**config.mk**
```make
export PLATFORM = sky130hd
export DESIGN_NAME = fir_mac_sequencer_flat
export DESIGN_NICKNAME = d
export VERILOG_FILES = /design/src/rtl/fir_pkg.sv /design/src/rtl/fir_mac_sequencer_if.sv /design/src/rtl/fir_addr_gen.sv /design/src/rtl/fir_mac_sequencer.sv /design/src/flat_wrapper.sv
export SDC_FILE = /design/constraint.sdc
export NUM_CORES = 1
export LEC_CHECK = 0
export CAP_MARGIN = 20
export CORE_AREA = 2 2 78 80
export CTS_CLUSTER_SIZE = 14
export DETAILED_ROUTE_END_ITERATION = 12
export DIE_AREA = 0 0 80 82
export PLACE_DENSITY_LB_ADDON = 0.12
export RECOVER_POWER = 100
export SYNTH_ARGS = -nofsm -noshare
export SYNTH_HDL_FRONTEND = slang
export SYNTH_SLANG_ARGS = --single-unit
export TNS_END_PERCENT = 50
```
**constraint.sdc**
```tcl
create_clock -name clk -period 3.05 [get_ports clk]
set_input_delay 0.305 -clock clk [delete_from_list [all_inputs] [get_ports clk]]
set_output_delay 0.305 -clock clk [all_outputs]
set_load 0.005 [all_outputs]
```
**src/rtl/fir_pkg.sv**
```systemverilog
// Shared state encoding, default widths and address-wrap helper for the
// FIR MAC sequencer.
package fir_pkg;

    localparam int W_IN_DEF  = 16;
    localparam int W_C_DEF   = 18;
    localparam int AW_DEF    = 4;
    localparam int NTAPS_DEF = 16;

    typedef enum logic [2:0] {
        S_CLEAR,
        S_IDLE,
        S_RUN,
        S_DRAIN,
        S_DONE
    } state_e;

    // (a - b) mod n for a, b < n; n need not be a power of two
    function automatic int unsigned mod_dec(input int unsigned a,
                                            input int unsigned b,
                                            input int unsigned n);
        return (a >= b) ? (a - b) : (a + n - b);
    endfunction

endpackage

```
**src/rtl/fir_mac_sequencer_if.sv**
```systemverilog
// Sample-source and MAC/RAM/ROM datapath signals of the FIR sequencer.
// master = sequencer, slave = sample source plus datapath.
interface fir_mac_sequencer_if #(
    parameter int Win = fir_pkg::W_IN_DEF,
    parameter int Wc  = fir_pkg::W_C_DEF,
    parameter int AW  = fir_pkg::AW_DEF
);
    logic              din_valid;
    logic [Win-1:0]    din;
    logic              ready;
    logic              overrun;
    logic              smp_we;
    logic [AW-1:0]     smp_waddr;
    logic [Win-1:0]    smp_wdata;
    logic [AW-1:0]     smp_raddr;
    logic [AW-1:0]     coef_addr;
    logic              mac_rst;
    logic              mac_ce;
    logic [Win+Wc-1:0] mac_dout;
    logic [Win+Wc-1:0] dout;
    logic              dout_valid;

    modport master (
        input  din_valid, din, mac_dout,
        output ready, overrun, smp_we, smp_waddr, smp_wdata, smp_raddr,
               coef_addr, mac_rst, mac_ce, dout, dout_valid
    );

    modport slave (
        output din_valid, din, mac_dout,
        input  ready, overrun, smp_we, smp_waddr, smp_wdata, smp_raddr,
               coef_addr, mac_rst, mac_ce, dout, dout_valid
    );
endinterface

```
**src/rtl/fir_addr_gen.sv**
```systemverilog
// Circular sample-buffer pointers and tap counter; read address walks
// backwards from the newest sample with an explicit wrap at NTAPS.
module fir_addr_gen
    import fir_pkg::*;
#(
    parameter int NTAPS = NTAPS_DEF,
    parameter int AW    = AW_DEF
) (
    input  logic          clk,
    input  logic          rst,
    input  logic          accept_i,
    input  logic          step_i,
    output logic [AW-1:0] wptr_o,
    output logic [AW-1:0] k_o,
    output logic          k_last_o,
    output logic [AW-1:0] raddr_o
);
    localparam logic [AW-1:0] LAST = AW'(NTAPS - 1);

    logic [AW-1:0] wptr_q, wptr_d;
    logic [AW-1:0] newest_q, newest_d;
    logic [AW-1:0] k_q, k_d;

    always_comb begin
        wptr_d   = wptr_q;
        newest_d = newest_q;
        k_d      = k_q;
        if (accept_i) begin
            newest_d = wptr_q;
            wptr_d   = (wptr_q == LAST) ? '0 : wptr_q + 1'b1;
            k_d      = '0;
        end else if (step_i) begin
            k_d = (k_q == LAST) ? '0 : k_q + 1'b1;
        end
    end

    always_ff @(posedge clk) begin
        if (rst) begin
            wptr_q   <= '0;
            newest_q <= '0;
            k_q      <= '0;
        end else begin
            wptr_q   <= wptr_d;
            newest_q <= newest_d;
            k_q      <= k_d;
        end
    end

    assign wptr_o   = wptr_q;
    assign k_o      = k_q;
    assign k_last_o = (k_q == LAST);
    assign raddr_o  = AW'(mod_dec(32'(newest_q), 32'(k_q), NTAPS));

endmodule

```
**src/rtl/fir_mac_sequencer.sv**
```systemverilog
// Time-multiplexes one MAC over NTAPS taps per accepted sample and
// registers the finished accumulator as the filter output.
module fir_mac_sequencer
    import fir_pkg::*;
#(
    parameter int Win   = W_IN_DEF,
    parameter int Wc    = W_C_DEF,
    parameter int NTAPS = NTAPS_DEF,
    parameter int AW    = AW_DEF
) (
    input  logic                 clk,
    input  logic                 rst,
    fir_mac_sequencer_if.master  bus
);
    state_e            state_q, state_d;
    logic              issue_q, issue_d;
    logic              overrun_q, overrun_d;
    logic              dout_valid_q;
    logic [Win+Wc-1:0] dout_q;

    logic              accept, step, k_last;
    logic [AW-1:0]     wptr, k, raddr;

    fir_addr_gen #(.NTAPS(NTAPS), .AW(AW)) u_addr (
        .clk      (clk),
        .rst      (rst),
        .accept_i (accept),
        .step_i   (step),
        .wptr_o   (wptr),
        .k_o      (k),
        .k_last_o (k_last),
        .raddr_o  (raddr)
    );

    always_comb begin
        state_d       = state_q;
        accept        = 1'b0;
        step          = 1'b0;
        issue_d       = 1'b0;
        bus.ready     = 1'b0;
        bus.smp_we    = 1'b0;
        bus.smp_waddr = wptr;
        bus.smp_wdata = bus.din;
        bus.smp_raddr = raddr;
        bus.coef_addr = k;
        bus.mac_rst   = 1'b0;
        bus.mac_ce    = issue_q;
        // reset aborts combinationally so a mid-run reset never lets a product land
        if (rst) begin
            bus.mac_rst = 1'b1;
            bus.mac_ce  = 1'b0;
        end else begin
            unique case (state_q)
                S_CLEAR: begin
                    bus.smp_we    = 1'b1;
                    bus.smp_waddr = k;
                    bus.smp_wdata = '0;
                    bus.mac_rst   = 1'b1;
                    step          = 1'b1;
                    if (k_last) state_d = S_IDLE;
                end
                S_IDLE: begin
                    bus.ready = 1'b1;
                    if (bus.din_valid) begin
                        bus.smp_we  = 1'b1;
                        bus.mac_rst = 1'b1;
                        accept      = 1'b1;
                        state_d     = S_RUN;
                    end
                end
                S_RUN: begin
                    step    = 1'b1;
                    issue_d = 1'b1;
                    if (k_last) state_d = S_DRAIN;
                end
                S_DRAIN: state_d = S_DONE;
                S_DONE:  state_d = S_IDLE;
                default: state_d = S_CLEAR;
            endcase
        end
        overrun_d = overrun_q | (bus.din_valid & ~bus.ready);
    end

    always_ff @(posedge clk) begin
        if (rst) begin
            state_q      <= S_CLEAR;
            issue_q      <= 1'b0;
            overrun_q    <= 1'b0;
            dout_valid_q <= 1'b0;
            dout_q       <= '0;
        end else begin
            state_q      <= state_d;
            issue_q      <= issue_d;
            overrun_q    <= overrun_d;
            dout_valid_q <= (state_q == S_DONE);
            if (state_q == S_DONE) dout_q <= bus.mac_dout;
        end
    end

    assign bus.overrun    = overrun_q;
    assign bus.dout       = dout_q;
    assign bus.dout_valid = dout_valid_q;

endmodule

```
**src/flat_wrapper.sv**
```systemverilog
// flat-port wrapper written by rule: the top's interface ports become plain ports
module fir_mac_sequencer_flat import fir_pkg::*;
#(
    parameter int Win   = W_IN_DEF,
    parameter int Wc    = W_C_DEF,
    parameter int NTAPS = NTAPS_DEF,
    parameter int AW    = AW_DEF
)
  (clk, rst, bus_din_valid, bus_din, bus_mac_dout, bus_ready, bus_overrun, bus_smp_we, bus_smp_waddr, bus_smp_wdata, bus_smp_raddr, bus_coef_addr, bus_mac_rst, bus_mac_ce, bus_dout, bus_dout_valid);
  fir_mac_sequencer_if #(.Win(Win), .Wc(Wc), .AW(AW)) bus_i ();
  input  logic clk;
  input  logic rst;
  input wire logic [$bits(bus_i.din_valid)-1:0] bus_din_valid;
  input wire logic [$bits(bus_i.din)-1:0] bus_din;
  input wire logic [$bits(bus_i.mac_dout)-1:0] bus_mac_dout;
  output wire logic [$bits(bus_i.ready)-1:0] bus_ready;
  output wire logic [$bits(bus_i.overrun)-1:0] bus_overrun;
  output wire logic [$bits(bus_i.smp_we)-1:0] bus_smp_we;
  output wire logic [$bits(bus_i.smp_waddr)-1:0] bus_smp_waddr;
  output wire logic [$bits(bus_i.smp_wdata)-1:0] bus_smp_wdata;
  output wire logic [$bits(bus_i.smp_raddr)-1:0] bus_smp_raddr;
  output wire logic [$bits(bus_i.coef_addr)-1:0] bus_coef_addr;
  output wire logic [$bits(bus_i.mac_rst)-1:0] bus_mac_rst;
  output wire logic [$bits(bus_i.mac_ce)-1:0] bus_mac_ce;
  output wire logic [$bits(bus_i.dout)-1:0] bus_dout;
  output wire logic [$bits(bus_i.dout_valid)-1:0] bus_dout_valid;
  assign bus_i.din_valid = bus_din_valid;
  assign bus_i.din = bus_din;
  assign bus_i.mac_dout = bus_mac_dout;
  assign bus_ready = bus_i.ready;
  assign bus_overrun = bus_i.overrun;
  assign bus_smp_we = bus_i.smp_we;
  assign bus_smp_waddr = bus_i.smp_waddr;
  assign bus_smp_wdata = bus_i.smp_wdata;
  assign bus_smp_raddr = bus_i.smp_raddr;
  assign bus_coef_addr = bus_i.coef_addr;
  assign bus_mac_rst = bus_i.mac_rst;
  assign bus_mac_ce = bus_i.mac_ce;
  assign bus_dout = bus_i.dout;
  assign bus_dout_valid = bus_i.dout_valid;
  fir_mac_sequencer #(.Win(Win), .Wc(Wc), .NTAPS(NTAPS), .AW(AW)) u_core (.clk(clk), .rst(rst), .bus(bus_i));
endmodule
```
; ---- After elaboration in Yosys (flattened, before gate mapping)
; Cells that the tools add are included.
[word_totals]
in_bits = 53
regBits = 52
word_cells = 53
[op_classes]
bitwise_logic = 3
n_lt_le_gt_ge = 1
add_sub_neg = 5
n_reduce_logical = 4
mux = 23
n_eq_ne = 9
[op_table]
columns = cell, n
row1 = two-way mux 16 bit, 2
row2 = two-way mux 4 bit, 5
row3 = one-hot mux 3 bit (5 select lines), 1
row4 = adder 4 x 1 -> 4 bit (second input constant), 3
row5 = two-way mux 1 bit, 11
row6 = two-way mux 3 bit, 3
row7 = == test 4 bit (second input constant), 2
row8 = subtractor 4 bit, 2
row9 = == test 3 x 2 -> 1 bit (second input constant), 2
row10 = >= comparator 4 bit, 1
row11 = inequality test 2 x 1 -> 1 bit (second input constant), 2
row12 = OR reduction 2 bit, 2
row13 = == test 3 x 1 -> 1 bit (second input constant), 1
row14 = == test 3 bit (second input constant), 1
row15 = logical NOT 3 bit, 1
row16 = AND reduction 3 bit, 1
row17 = inequality test 2 bit (second input constant), 1
row18 = one-hot mux 1 bit (2 select lines), 1
row19 = bitwise AND 1 bit, 1
row20 = inverter 1 bit, 1
row21 = bitwise OR 1 bit, 1

; ---- Longest topological paths before layout
; Gate-level depths: netlist of the first run.
[logic_depth]
depth_word = 6
depth_mapped = 6
mapped_depth_nobuf = 5

; ---- By module
; Synthesis of the first run repeated with hierarchy kept, for this count alone.
[unflattened]
cells_unflattened = 274
hier_area_um2 = 2616.3
[modules_own_cells]
columns = mod, cells_each, area_each_um2, n_inst
row1 = fir_mac_sequencer, 204, 1983.2, 1
row2 = fir_addr_gen, 70, 633.1, 1

; ---- Worst setup path before layout of the first run
; No wires, ideal clock.
[synth_timing]
path_kind = register to output
from = register u_core.state_q[1]
to = output bus_smp_waddr[0]
stages_incl_launch_ff = 5
n_path_buf = 2
setup_slack_ps = 1414
arrival_time_ps = 1331
t_required_ps = 2745
cell_sequence = dfxtp_1 > buf_2 > nor4_2 > buf_2 > mux2_2
[synth_via]
elab_chain_cells = 3
[synth_lines]
columns = element, line
row1 = from (decl), fir_mac_sequencer.sv:15  ; state_e state_q, state_d;
row2 = from (signal assigned), fir_mac_sequencer.sv:92  ; state_q <= state_d;
row3 = logical NOT 3 bit, fir_mac_sequencer.sv:53  ; unique case (state_q)
row4 = two-way mux 4 bit, fir_mac_sequencer.sv:53
row5 = two-way mux 4 bit, fir_mac_sequencer.sv:49  ; if (rst) begin
row6 = to (decl), flat_wrapper.sv:19  ; output wire logic [$bits(bus_i.smp_waddr)-1:0] bus_smp_waddr;
; No other way between the ends.

; ---- Worst setup path in the final report of the first run
[layout_timing]
from = register u_core.state_q[0]
to = output bus_smp_waddr[2]
; Same word-level chain as after synthesis.

==> results of run 1 <==
layout by cell type (no fill, tap or decap), drive strengths merged, types with 5 or more instances in the layout:
cell type / instances
a21oi: 10
clkbuf: 9
clkdlybuf4s50: 58
dfxtp: 52
dlygate4sd3: 61
ha: 5
inv: 10
mux2i: 36
nand2: 17
nor2: 39
nor2b: 17
how the worst max path moves through the flow:
stage,from,endpoint,slack (ns)
2_1_floorplan,u_core.state_q[1],bus_smp_waddr[0],1.41
3_3_place_gp,bus_din_valid,bus_smp_we,0.71
3_5_place_dp,bus_din_valid,bus_smp_we,0.71
4_1_cts,u_core.state_q[0],bus_smp_waddr[1],0.51
5_1_grt,u_core.state_q[0],bus_smp_waddr[0],0.26
6_report,u_core.state_q[0],bus_smp_waddr[2],0.45
routing by layer:
layer | routed length [microns] | up-vias | part of all wire [%]
li1 | - | 1043 | -
met1 | 2226 | 929 | 41
met2 | 2648 | 79 | 49
met3 | 488 | 2 | 9.0
met4 | 34 | 0 | 0.63
met5 | 0 | - | 0
power by group:
part / switching, uW / internal (uW)
Combinational: 54.1 / 118
Clock: 222 / 186
Sequential: 9.77 / 684
through the flow:
| step | cell area (sq um) | setup WS (ns) | utilization, % | total power, uW | cells |
|---|---|---|---|---|---|
| 2_1_floorplan | 2296 | 1.414 | - | 764.5 | 245 |
| 5_1_grt | 3595 | 0.2644 | 62.57 | 1338 | 435 |
| 3_3_place_gp | 3532 | 0.7064 | 61.48 | 892.9 | 427 |
| 4_1_cts | 3628 | 0.5146 | 63.15 | 1308 | 435 |
| 6_report | 3595 | 0.4474 | 62.57 | 1274 | 435 |
| 3_5_place_dp | 3532 | 0.7135 | 61.48 | 895.4 | 427 |
flip-flops by register name, indices dropped and copies added, names as in the netlist:
signal	cells
u_core.bus.dout	34
u_core.u_addr.k_o	4
u_core.u_addr.newest_q	4
u_core.u_addr.wptr_o	4
u_core.state_q	3
u_core.bus.dout_valid	1
u_core.bus.overrun	1
u_core.issue_q	1
area by class of cell:
| class | instances | area [sq um] |
|---|---|---|
| repair buffers | 124 | 1217 |
| inverters | 9 | 33.78 |
| flip-flops and latches | 52 | 1041 |
| multi-input cells | 167 | 1112 |
| clock inverters | 2 | 13.76 |
| fillers | 520 | 2151 |
| clock buffers | 6 | 82.58 |
| well taps | 75 | 93.84 |
worst reg2reg max path, stage by stage, from the launching register on:
cell and delay [ns]:
sky130_fd_sc_hd__dfxtp_1 0.56, sky130_fd_sc_hd__nor3b_1 0.25, sky130_fd_sc_hd__clkbuf_2 0.87, sky130_fd_sc_hd__mux2i_1 0.30
sky130_fd_sc_hd__nor2_1 0.06
cell families (layout without fill, tap and decap cells):
family	count (synthesis)	after routing	synth area share, %
mux	40	40	17.66
fa+ha+maj	6	6	3.597
compound gates	22	22	5.832
flops	52	52	45.34
xor+xnor	4	4	1.526
buf+inv	26	141	5.722
simple gates	95	95	20.33
==> impl_metrics.toml, run 1 <==
[detailed_routing]
routed-via-count = 2053
drt-total-wl_mm = 5.396
drt_pre_antenna_iters = 4
post_drt_via_cell_ratio = 4.720
drt_first_iter_violations = 90
detail_route.wl_per_cell_microns = 12.40
ant_nets = 0
residual_drc = 0

[clocking]
root_buffer_selected_by_cts = "sky130_fd_sc_hd__clkbuf_8"
clkSlewWorstSetupHoldPaths_ns = 0.10
post_cts_resize_count = 0
post-cts-setup-buffers = 0
tritoncts_num_sinks = 52
clock_tree_from_tritoncts = "done"
htree_levels = 2
clock_latency_ns = 0.30
number_of_cts_inserted_buffers = 5
cts.path.max_buffers = 2
holdBufCountCts = 0

[setup_path]
cp_data_required_time_ns = 2.74
worst_path_dominant_cell_family = "buffers and inverters"
timing.critical_path.from_type = "register"
timing.critical_path.buf_inv = 2
critical_path.max_fanout = 20
r2r.worst_path.cells = 4
regToRegEndpoint = "u_core.bus.dout[0]"
critical_path_depth = 4
worstPathCellList = "nor4_1 -> buf_4 -> mux2_2 -> clkdlybuf4s50_1"
reg2reg_from = "u_core.state_q[2]"
critical_path_arrival_ns = 2.30
cpPeakStageDelay_ns = 0.46
worst-r2r-setup-slack_ns = 0.86
worstSetupPathType = "register to primary output"
timing.critical_path.slowest_stage_cell = "sky130_fd_sc_hd__nor4_1"
timing.critical_path.to_type = "primary output"

[sta]
timing.clock.skew_ns = 0.006458
setup_total_negative_slack_ns = 0
min_hold_slack_ns = 0.4476
period_share_pct = 85.33
max_slew_margin_pct = 25.53
finalHoldViolCount = 0
actual_slew_at_the_worst_max_slew_pin_ns = 1.117
achievable-frequency_ghz = 0.3842
final_period_minus_worst_setup_slack_ns = 2.603
slew_violations = 0
rsz0062_at_grt = "no"
setup_viol_count_final = 0

[pwr]
peakVddDrop_mv = 0.2247
power.static_leakage_uw = 0.001444
pwr_density_cell_nw_per_um2 = 354.4

[min_path]
hold_end = "u_core.bus.overrun"
class_of_the_most_critical_hold_timing_path = "register to register"
worstHoldPathCells = 2
hp-start = "u_core.bus.overrun"

[yosys]
syn_area_sq_um = 2296
synthMostInstantiatedCell = "sky130_fd_sc_hd__dfxtp_1"
synth.largest_area_cell = "sky130_fd_sc_hd__dfxtp_1"
synth_area_per_cell_sq_um = 9.371
netlist-cell-type-count = 36
seq_area_frac_synth_pct = 45.34
cell_types_with_the_highest_counts_after_synthesis = "sky130_fd_sc_hd__dfxtp_1, sky130_fd_sc_hd__nor2_1, sky130_fd_sc_hd__mux2i_1, sky130_fd_sc_hd__nand2_1, sky130_fd_sc_hd__nor2b_1"
synth_edf_count = 0
post-synth-top-area-fraction_pct = 45.34
ys.warnings.count = 0
synth.net_count = 304
synthArstFlopShare_pct = 0
post_synth_main_area_contributors = "sky130_fd_sc_hd__dfxtp_1, sky130_fd_sc_hd__mux2i_1, sky130_fd_sc_hd__nor2_1"
count_of_mapped_cells_out_of_synthesis = 245
ys_dominant_reg_cell = "sky130_fd_sc_hd__dfxtp_1"
ff_latch_count_synth = 52

[floorplan]
fp.dieArea_sq_um = 6560
initial_utilization_pct = 39.96
core-area_sq_um = 5746
floorplan.die.height_microns = 82
die_width_microns = 80
num_rows = 28
num_io_pins = 121

[final_layout]
num-nets-final = 418
post_route_cells_drive_above_1_share_pct = 4.722
area_growth_pct = 56.57
diodes = 0

[global_routing]
use_met2_pct = 29.58
met3_layer_usage_reported_by_global_route_pct = 5.495
grt_pass1_wl_mm = 8.625
grt_busiest_layer = "met2"
met1_use_gr_pct = 18.66
grt_pass1_vias = 1965
number_of_antenna_violations_at_the_first_check_in_global_routing = 0
grt_overflow = 0
grtUsageTotal_pct = 16.46
pin_count_of_the_biggest_net_entering_global_routing = 55

[run_status]
run_status = "finished clean"

[placed_design]
port_buffers = 120
finalWeightedCongestion = 0.7423
dpl.hpwl_mm = 3.968

[job]
max_capacitance_violation_count = 0
(Power assumes the default switching activity.)
==> run 2, diff against run 1 <==
--- a/config.mk
+++ b/config.mk
@@ -5,7 +5,6 @@
 export SDC_FILE = /design/constraint.sdc
 export NUM_CORES = 1
 export LEC_CHECK = 0
-export CAP_MARGIN = 20
 export CORE_AREA = 2 2 78 80
 export CTS_CLUSTER_SIZE = 14
 export DETAILED_ROUTE_END_ITERATION = 12
==> results of run 2 <==
The final DEF is identical to that of run 1; final timing and power are the same.
